## config.mk

```make
export PLATFORM = sky130hd
export DESIGN_NAME = mem_loader
export DESIGN_NICKNAME = d
export VERILOG_FILES = /design/src/rtl/mem_loader.sv
export SDC_FILE = /design/constraint.sdc
export NUM_CORES = 1
export LEC_CHECK = 0
export CAP_MARGIN = 20
export CORE_AREA = 2 2 91 93
export CTS_CLUSTER_DIAMETER = 60
export CTS_CLUSTER_SIZE = 24
export DETAILED_ROUTE_END_ITERATION = 10
export DIE_AREA = 0 0 93 95
export PLACE_DENSITY_LB_ADDON = 0.25
export SYNTH_ARGS = -nofsm -noshare
export SYNTH_HDL_FRONTEND = slang
export SYNTH_SLANG_ARGS = --single-unit
```

## constraint.sdc

```tcl
create_clock -name Clock -period 3.6 [get_ports Clock]
set_input_delay 0.36 -clock Clock [delete_from_list [all_inputs] [get_ports Clock]]
set_output_delay 0.36 -clock Clock [all_outputs]
set_load 0.005 [all_outputs]
```

## src/rtl/mem_loader.sv

```systemverilog
// Record-stream memory loader: parses HEADER/ADDR/LEN/DATA/CSUM records from a
// byte stream and issues one-cycle memory writes for each data byte.
module mem_loader #(
  parameter logic [7:0]  HEADER = 8'hA5,
  parameter int unsigned ADDR_W = 16
) (
  input  logic              Clock,
  input  logic              Reset,
  input  logic [7:0]        rx_data,
  input  logic              rx_valid,
  output logic [ADDR_W-1:0] mem_addr,
  output logic [7:0]        mem_data,
  output logic              mem_we,
  output logic              busy,
  output logic              done,
  output logic              error,
  output logic [15:0]       byte_count
);

  localparam int unsigned BYTE_W = 8;
  localparam int unsigned CNT_W  = 16;

  typedef enum logic [2:0] {
    S_IDLE,
    S_ADDR_HI,
    S_ADDR_LO,
    S_LEN,
    S_DATA,
    S_CSUM,
    S_DONE,
    S_ERROR
  } state_t;

  state_t              state_q, state_d;
  logic [BYTE_W-1:0]   addr_hi_q, addr_hi_d;
  logic [ADDR_W-1:0]   addr_q, addr_d;
  logic [BYTE_W-1:0]   remain_q, remain_d;
  logic [BYTE_W-1:0]   sum_q, sum_d;
  logic                len_zero_q, len_zero_d;
  logic [ADDR_W-1:0]   mem_addr_d;
  logic [BYTE_W-1:0]   mem_data_d;
  logic                mem_we_d;
  logic                busy_d;
  logic                done_d;
  logic                error_d;
  logic [CNT_W-1:0]    byte_count_d;
  logic [BYTE_W-1:0]   sum_add;

  assign sum_add = sum_q + rx_data;

  // State and output registers
  always_ff @(posedge Clock) begin
    if (Reset) begin
      state_q    <= S_IDLE;
      addr_hi_q  <= '0;
      addr_q     <= '0;
      remain_q   <= '0;
      sum_q      <= '0;
      len_zero_q <= 1'b0;
      mem_addr   <= '0;
      mem_data   <= '0;
      mem_we     <= 1'b0;
      busy       <= 1'b0;
      done       <= 1'b0;
      error      <= 1'b0;
      byte_count <= '0;
    end else begin
      state_q    <= state_d;
      addr_hi_q  <= addr_hi_d;
      addr_q     <= addr_d;
      remain_q   <= remain_d;
      sum_q      <= sum_d;
      len_zero_q <= len_zero_d;
      mem_addr   <= mem_addr_d;
      mem_data   <= mem_data_d;
      mem_we     <= mem_we_d;
      busy       <= busy_d;
      done       <= done_d;
      error      <= error_d;
      byte_count <= byte_count_d;
    end
  end

  // Next-state and next-output logic; every transition is gated by rx_valid
  always_comb begin
    state_d      = state_q;
    addr_hi_d    = addr_hi_q;
    addr_d       = addr_q;
    remain_d     = remain_q;
    sum_d        = sum_q;
    len_zero_d   = len_zero_q;
    mem_addr_d   = mem_addr;
    mem_data_d   = mem_data;
    mem_we_d     = 1'b0;
    byte_count_d = byte_count;

    if (rx_valid) begin
      case (state_q)
        S_IDLE: begin
          if (rx_data == HEADER) begin
            state_d = S_ADDR_HI;
            sum_d   = '0;
          end
        end
        S_ADDR_HI: begin
          addr_hi_d = rx_data;
          sum_d     = sum_add;
          state_d   = S_ADDR_LO;
        end
        S_ADDR_LO: begin
          addr_d  = ADDR_W'({addr_hi_q, rx_data});
          sum_d   = sum_add;
          state_d = S_LEN;
        end
        S_LEN: begin
          sum_d      = sum_add;
          remain_d   = rx_data;
          len_zero_d = (rx_data == '0);
          state_d    = (rx_data == '0) ? S_CSUM : S_DATA;
        end
        S_DATA: begin
          sum_d        = sum_add;
          mem_we_d     = 1'b1;
          mem_addr_d   = addr_q;
          mem_data_d   = rx_data;
          addr_d       = addr_q + ADDR_W'(1);
          remain_d     = remain_q - BYTE_W'(1);
          byte_count_d = byte_count + CNT_W'(1);
          if (remain_q == BYTE_W'(1)) state_d = S_CSUM;
        end
        S_CSUM: begin
          sum_d = sum_add;
          if (sum_add != '0)   state_d = S_ERROR;
          else if (len_zero_q) state_d = S_DONE;
          else                 state_d = S_IDLE;
        end
        S_DONE, S_ERROR: ;
      endcase
    end

    // Status flags track the state being entered so they line up with it
    busy_d  = !(state_d inside {S_IDLE, S_DONE, S_ERROR});
    done_d  = (state_d == S_DONE);
    error_d = (state_d == S_ERROR);
  end

endmodule

```

==> impl_metrics.json, run 1 <==
{
  "status": "finished, final reports clean",
  "path_cells": "clkdlybuf4s50_1 > ha_1 > fa_1 > a211o_1 > a21oi_1 > o221ai_1 > a211o_1 > or4_4 > a221oi_2",
  "grt_pass1_vias": 3634,
  "grt_first_pass_wirelength_um": 17500,
  "ant_nets": 0,
  "p_sw_share_pct": 26.9,
  "clk_path_buf_depth": 2,
  "clock.fmax_mhz": 345,
  "die_area_sq_um": 8840,
  "tritoncts.num_buffers": 9,
  "crit_path_max_fanout": 5,
  "finish.utilization_pct": 63.9,
  "cts.sinks": 88,
  "period_needed_ns": 2.90,
  "crit_path_end_kind": "register",
  "first_iter_violations": 319,
  "required_ns": 3.87,
  "io_pins": 55,
  "gp_congestion": 0.899,
  "overflow": 0,
  "hold_buffers": 0,
  "path_common_cell": "a211o_1",
  "synth-seq-cells": 88,
  "tightestPinTransition_ns": 0.967,
  "syn_nets": 551,
  "yosysTopAreaCellShare_pct": 41.6,
  "post-route-period-util_pct": 80.6,
  "fin_skew_ns": 0.0120,
  "die_w_um": 93,
  "syn-cell-area_sq_um": 4240,
  "post_drt_wl_per_cell_um": 15.1,
  "slew_violations": 0,
  "maxCapViolations": 0,
  "ys_async_sr_fraction_pct": 0,
  "p_leak_nw": 1.73,
  "insertedDiodeCount": 0,
  "switching_power_mw": 0.491,
  "rsz0062_at_grt": "no",
  "antenna_found_initial": 0,
  "setup-tns-final_ns": 0,
  "ys_warn_count": 0,
  "io_buffers": 54,
  "reg2regPathDepth": 8,
  "cts_tree": "yes",
  "remaining_drc_errors": 0,
  "ys_seq_area_share_pct": 41.6,
  "nets": 595,
  "crit_path_start_kind": "primary input",
  "routed_wl_um": 10300,
  "synth-edff-count": 0,
  "ir_worst_vdd_mv": 0.188,
  "synth_top_area_cell": "dfxtp_1",
  "hp-class": "register to register",
  "slew_headroom_pct": 35.5,
  "grt_max_degree": 40,
  "syn_avg_cell_area_sq_um": 8.03,
  "start_util_pct": 53.5,
  "hold_viol": 0,
  "critPathMaxStageDelay_ns": 0.50,
  "power_frac_seq_pct": 54.9,
  "powerDensity_nw_per_um2": 360,
  "crit_type": "primary input to register",
  "ys_top_cells_by_area": "dfxtp_1 (42%), nand2_1 (7.6%), a21oi_1 (7.0%)",
  "clk_latency_ns": 0.36,
  "ys.flop_type": "dfxtp_1",
  "cts_root_buf": "clkbuf_8",
  "coreArea_sq_um": 7930,
  "critPathSlowestCell": "or4_4",
  "cts_setup_buffers": 0,
  "htreeDepth": 3,
  "ys_types": 56,
  "vias": 3963,
  "grt_usage_pct": 24.5,
  "row_count": 33,
  "worstHoldPathCells": 2,
  "firstDrtPassIters": 5,
  "routed_via_density": 5.81,
  "clkTransAtPathRegs_ns": 0.09,
  "dpl.hpwl_um": 7280,
  "die_h_um": 95,
  "clkPwrFrac_pct": 35.9,
  "area_delta_synth_final_pct": 19.5,
  "power_frac_comb_pct": 9.2,
  "setup_viol": 0,
  "power.internal_mw": 1.33,
  "cp.arrival_ns": 3.17,
  "ctsResizeCount": 0,
  "layout-drive-gt1-share_pct": 6.41,
  "syn_inst": 528
}
## critical path, delay by kind of cell
family	cells	cell delay [ns]
simple gates	1	0.50
buf+inv	1	0.42
fa+ha+maj	2	0.65
compound gates	5	1.22
## routing by layer
layer / global-route usage, % / routed length, um
met4: 7.72 / 129
met3: 3.67 / 539
met1: 33.3 / 4760
met2: 40.3 / 4900
met5: 0 / 0
## cell usage after synthesis (all sizes together) (3+ instances only)
master / count
a211o: 4
a211oi: 14
a21oi: 59
a22oi: 10
a311oi: 4
and3: 7
and4: 4
buf: 4
clkbuf: 30
dfxtp: 88
ha: 11
inv: 10
mux2i: 9
nand2: 86
nand2b: 3
nand3: 11
nand4: 8
nor2: 54
nor2b: 7
nor3: 8
nor3b: 5
o21ai: 27
o22ai: 9
or3: 5
or4: 3
xnor2: 4
xor2: 11
## kinds of logic after synthesis
kind of cell | after synthesis | synth area share [%]
compound gates | 148 | 22.3
xor+xnor | 15 | 3.10
fa+ha+maj | 12 | 3.72
buf+inv | 45 | 4.07
flops | 88 | 41.6
mux | 9 | 2.13
simple gates | 211 | 23.1
## power by group through the flow
stage | clock, mW | combinational, mW | sequential, mW
after CTS | 0.664 | 0.166 | 1.00
final | 0.654 | 0.168 | 1.00
after floorplan | 0 | 0.115 | 1.02
after global routing | 0.708 | 0.186 | 1.00
after detailed placement | 0 | 0.165 | 1.02
after global placement | 0 | 0.161 | 1.02
## layout by cell type (no fill, tap or decap), types with 4 or more instances in the layout
| cell | netlist | routed |
|---|---|---|
| clkbuf_8 | 0 | 10 |
| dfxtp_1 | 88 | 88 |
| nand2_1 | 86 | 86 |
| nor2b_1 | 7 | 7 |
| o21ai_1 | 13 | 13 |
| and3_1 | 7 | 7 |
| mux2i_1 | 9 | 9 |
| ha_1 | 11 | 11 |
| nor3b_1 | 5 | 4 |
| a21oi_1 | 59 | 59 |
| nand4_1 | 8 | 8 |
| a22oi_1 | 10 | 10 |
| inv_1 | 10 | 10 |
| or3_1 | 5 | 5 |
| nand3_1 | 11 | 11 |
| and4_1 | 4 | 4 |
| clkdlybuf4s50_1 | 0 | 53 |
| nor3_1 | 8 | 8 |
| o21ai_0 | 14 | 14 |
| a211oi_1 | 13 | 13 |
| xnor2_1 | 4 | 4 |
| o22ai_1 | 9 | 9 |
| nor2_1 | 54 | 54 |
| buf_4 | 0 | 13 |
| xor2_1 | 11 | 11 |
## stage by stage
stage	power, mW	std cells	hold slack [ns]	instance area, sq um	worst slack (ns)
after floorplan	1.13	528	0.440	4240	0.955
after global placement	1.18	666	0.443	4880	0.406
after detailed placement	1.19	666	0.447	4880	0.327
after CTS	1.83	682	0.459	5060	0.712
after global routing	1.90	682	0.476	5060	0.602
final	1.82	682	0.453	5060	0.697
## flip-flops by register name, summed over array words and instances, names as in the netlist, 3 cells and up
| name | count |
|---|---|
| byte_count | 16 |
| state_q | 3 |
| remain_q | 8 |
| mem_data | 8 |
| sum_q | 8 |
| mem_addr | 16 |
| addr_q | 16 |
| addr_hi_q | 8 |
## worst paths after layout
path                                           startpoint                        end  slack [ns]
worst min register to register  mem_addr[10]$_SDFFE_PP0P_  mem_addr[10]$_SDFFE_PP0P_        0.45
worst max-delay path                           rx_data[0]            busy$_SDFF_PP0_        0.70
worst max register to register      sum_q[0]$_SDFFE_PP0P_            busy$_SDFF_PP0_        0.83
worst min-delay path            mem_addr[10]$_SDFFE_PP0P_  mem_addr[10]$_SDFFE_PP0P_        0.45
## final cells by class
cell class                      instances  area (sq um)
Timing Repair Buffer                   67           633
Sequential cell                        88          1760
Inverter                               11          41.3
Fill cell                             734          2870
Clock buffer                           10           138
Clock inverter                          6          48.8
Tap cell                              105           131
Multi-Input combinational cell        395          2310
No activity file was read; power rests on OpenSTA's default activity.
==> inputs of run 2 (changes only) <==
Clock period 3.6 ns to 2.87 ns, I/O delays scaled along.
==> run 2 against run 1 <==
Against the previous run: critical endpoint unchanged; setup slack lost 0.61 ns; cell count grew 2.8%; global-route usage grew 0.76 points; power grew 31%; final area grew 3.8%; largest power group unchanged; combinational power grew 48%; critical path type unchanged; sequential cell count is the same; sequential share of layout area shrank 1.3 points; via count grew 1.4%; clock-buffer cell count is the same; utilization grew 2.4 points; register-to-register slack lost 0.64 ns; largest cell class unchanged.
==> impl_metrics.json, run 2 (synthesis gave the netlist of run 1 again) <==
{
  "status": "finished, final reports clean",
  "row_count": 33,
  "layout_common_cells": "dfxtp_1 (88), nand2_1 (86), a21oi_1 (58)",
  "cp.arrival_ns": 3.06,
  "hp-class": "primary input to register",
  "slew_headroom_pct": 43.7,
  "tritoncts.num_buffers": 9,
  "clkTransAtPathRegs_ns": 0.09,
  "clk_latency_ns": 0.36,
  "layout-drive-gt1-share_pct": 9.90,
  "grt_max_degree": 40,
  "gr-usage-met2_pct": 42.3,
  "hold_start": "Reset",
  "overflow": 0,
  "grt_first_pass_wirelength_um": 17800,
  "die_w_um": 93,
  "setup_slack_ns": 0.0861,
  "powerDensity_nw_per_um2": 456,
  "crit_path_max_fanout": 4,
  "vias": 4019,
  "r2r_start": "sum_q[0]$_SDFFE_PP0P_",
  "p_leak_nw": 1.85,
  "cts_setup_buffers": 0,
  "ant_nets": 0,
  "pre_cts_ws_ns": -0.374,
  "cts_tree": "yes",
  "first_iter_violations": 193,
  "clock.fmax_mhz": 359,
  "busiest_layer": "met2",
  "cts.sinks": 88,
  "setup_viol": 0,
  "routed_via_density": 5.73,
  "min_to": "byte_count[15]$_SDFFE_PP0P_",
  "io_pins": 55,
  "start_util_pct": 53.5,
  "tightestPinTransition_ns": 0.842,
  "crit_path_end_kind": "register",
  "critPathSlowestCell": "or4_4",
  "finish.utilization_pct": 66.3,
  "hold_buffers": 0,
  "critPathMaxStageDelay_ns": 0.50,
  "hold_ws_ns": 0.362,
  "coreArea_sq_um": 7930,
  "area_delta_synth_final_pct": 24.0,
  "io_buffers": 54,
  "dpl.hpwl_um": 7540,
  "period_needed_ns": 2.78,
  "routed_wl_um": 10700,
  "firstDrtPassIters": 5,
  "fin_skew_ns": 0.00778,
  "crit_path_start_kind": "primary input",
  "htreeDepth": 3,
  "grt_use_met3_pct": 4.15,
  "layout_commonest_cell": "dfxtp_1",
  "top_regs": "addr_q: 16 flops, byte_count: 16 flops, mem_addr: 16 flops",
  "ir_worst_vdd_mv": 0.237,
  "post_drt_wl_per_cell_um": 15.2,
  "die_area_sq_um": 8840,
  "nets": 614,
  "post-route-period-util_pct": 97.0,
  "cts_root_buf": "clkbuf_8",
  "slew_violations": 0,
  "required_ns": 3.15,
  "insertedDiodeCount": 0,
  "use_met1_pct": 32.7,
  "place_inst": 685,
  "cp_top_family": "compound AO/OA/AOI/OAI gates",
  "path_cells": "clkdlybuf4s50_1 > ha_1 > fa_1 > a211o_1 > a21oi_2 > o221ai_1 > a211o_1 > or4_4 > a221oi_2",
  "fin_cells": 701,
  "grt_usage_pct": 25.3,
  "setup-tns-final_ns": 0,
  "crit_buf_inv": 1,
  "crit_type": "primary input to register",
  "reg2regPathDepth": 8,
  "clk_path_buf_depth": 2,
  "maxCapViolations": 0,
  "hold_viol": 0,
  "die_h_um": 95,
  "remaining_drc_errors": 0,
  "rrSetupSlack_ns": 0.19,
  "reg2reg_to": "busy$_SDFF_PP0_",
  "antenna_found_initial": 0,
  "path_common_cell": "a211o_1",
  "grt_pass1_vias": 3724,
  "worstHoldPathCells": 2,
  "gp_congestion": 0.881
}
run 2: how the worst max path moves through the flow:
| stage | cells past startpoint | endpoint | startpoint | slack [ns] |
|---|---|---|---|---|
| after floorplan | 8 | busy$_SDFF_PP0_ | rx_data[0] | 0.30 |
| after global routing | 11 | state_q[1]$_SDFF_PP0_ | rx_data[0] | -0.005 |
| after detailed placement | 10 | state_q[1]$_SDFF_PP0_ | rx_data[0] | -0.37 |
| final | 9 | busy$_SDFF_PP0_ | rx_data[0] | 0.09 |
| after CTS | 10 | busy$_SDFF_PP0_ | rx_data[0] | 0.0005 |
| after global placement | 9 | busy$_SDFF_PP0_ | rx_data[0] | -0.22 |
run 2: cell type report:
class | instances | area [sq um]
repair buffers | 86 | 788
clock buffers | 10 | 138
flip-flops and latches | 88 | 1760
inverters | 11 | 41.3
well taps | 105 | 131
clock inverters | 6 | 67.6
multi-input cells | 395 | 2330
fillers | 690 | 2670
run 2: metal layers:
layer  vias up  part of all wire, %
met1      1883                   45
met3        21                  4.0
met4         0                  2.2
li1       2015                    -
met5         -                    0
met2       100                   49
run 2: metrics by stage:
step | total power [mW] | instance area, sq um
4_1_cts | 2.40 | 5240
5_1_grt | 2.48 | 5250
2_1_floorplan | 1.42 | 4240
6_report | 2.40 | 5250
3_5_place_dp | 1.52 | 5030
3_3_place_gp | 1.52 | 5030
run 2: power by group:
| group | switching, mW | internal, mW |
|---|---|---|
| clock network | 0.465 | 0.429 |
| logic | 0.135 | 0.113 |
| registers | 0.0183 | 1.24 |
| total | 0.618 | 1.78 |
run 2: repair_timing:
| action | 4_1_cts | 5_1_grt |
|---|---|---|
| resized for setup | 1 | 3 |
| setup endpoints to repair | 1 | 2 |
| pin swaps | 0 | 3 |
| cloned | 0 | 0 |
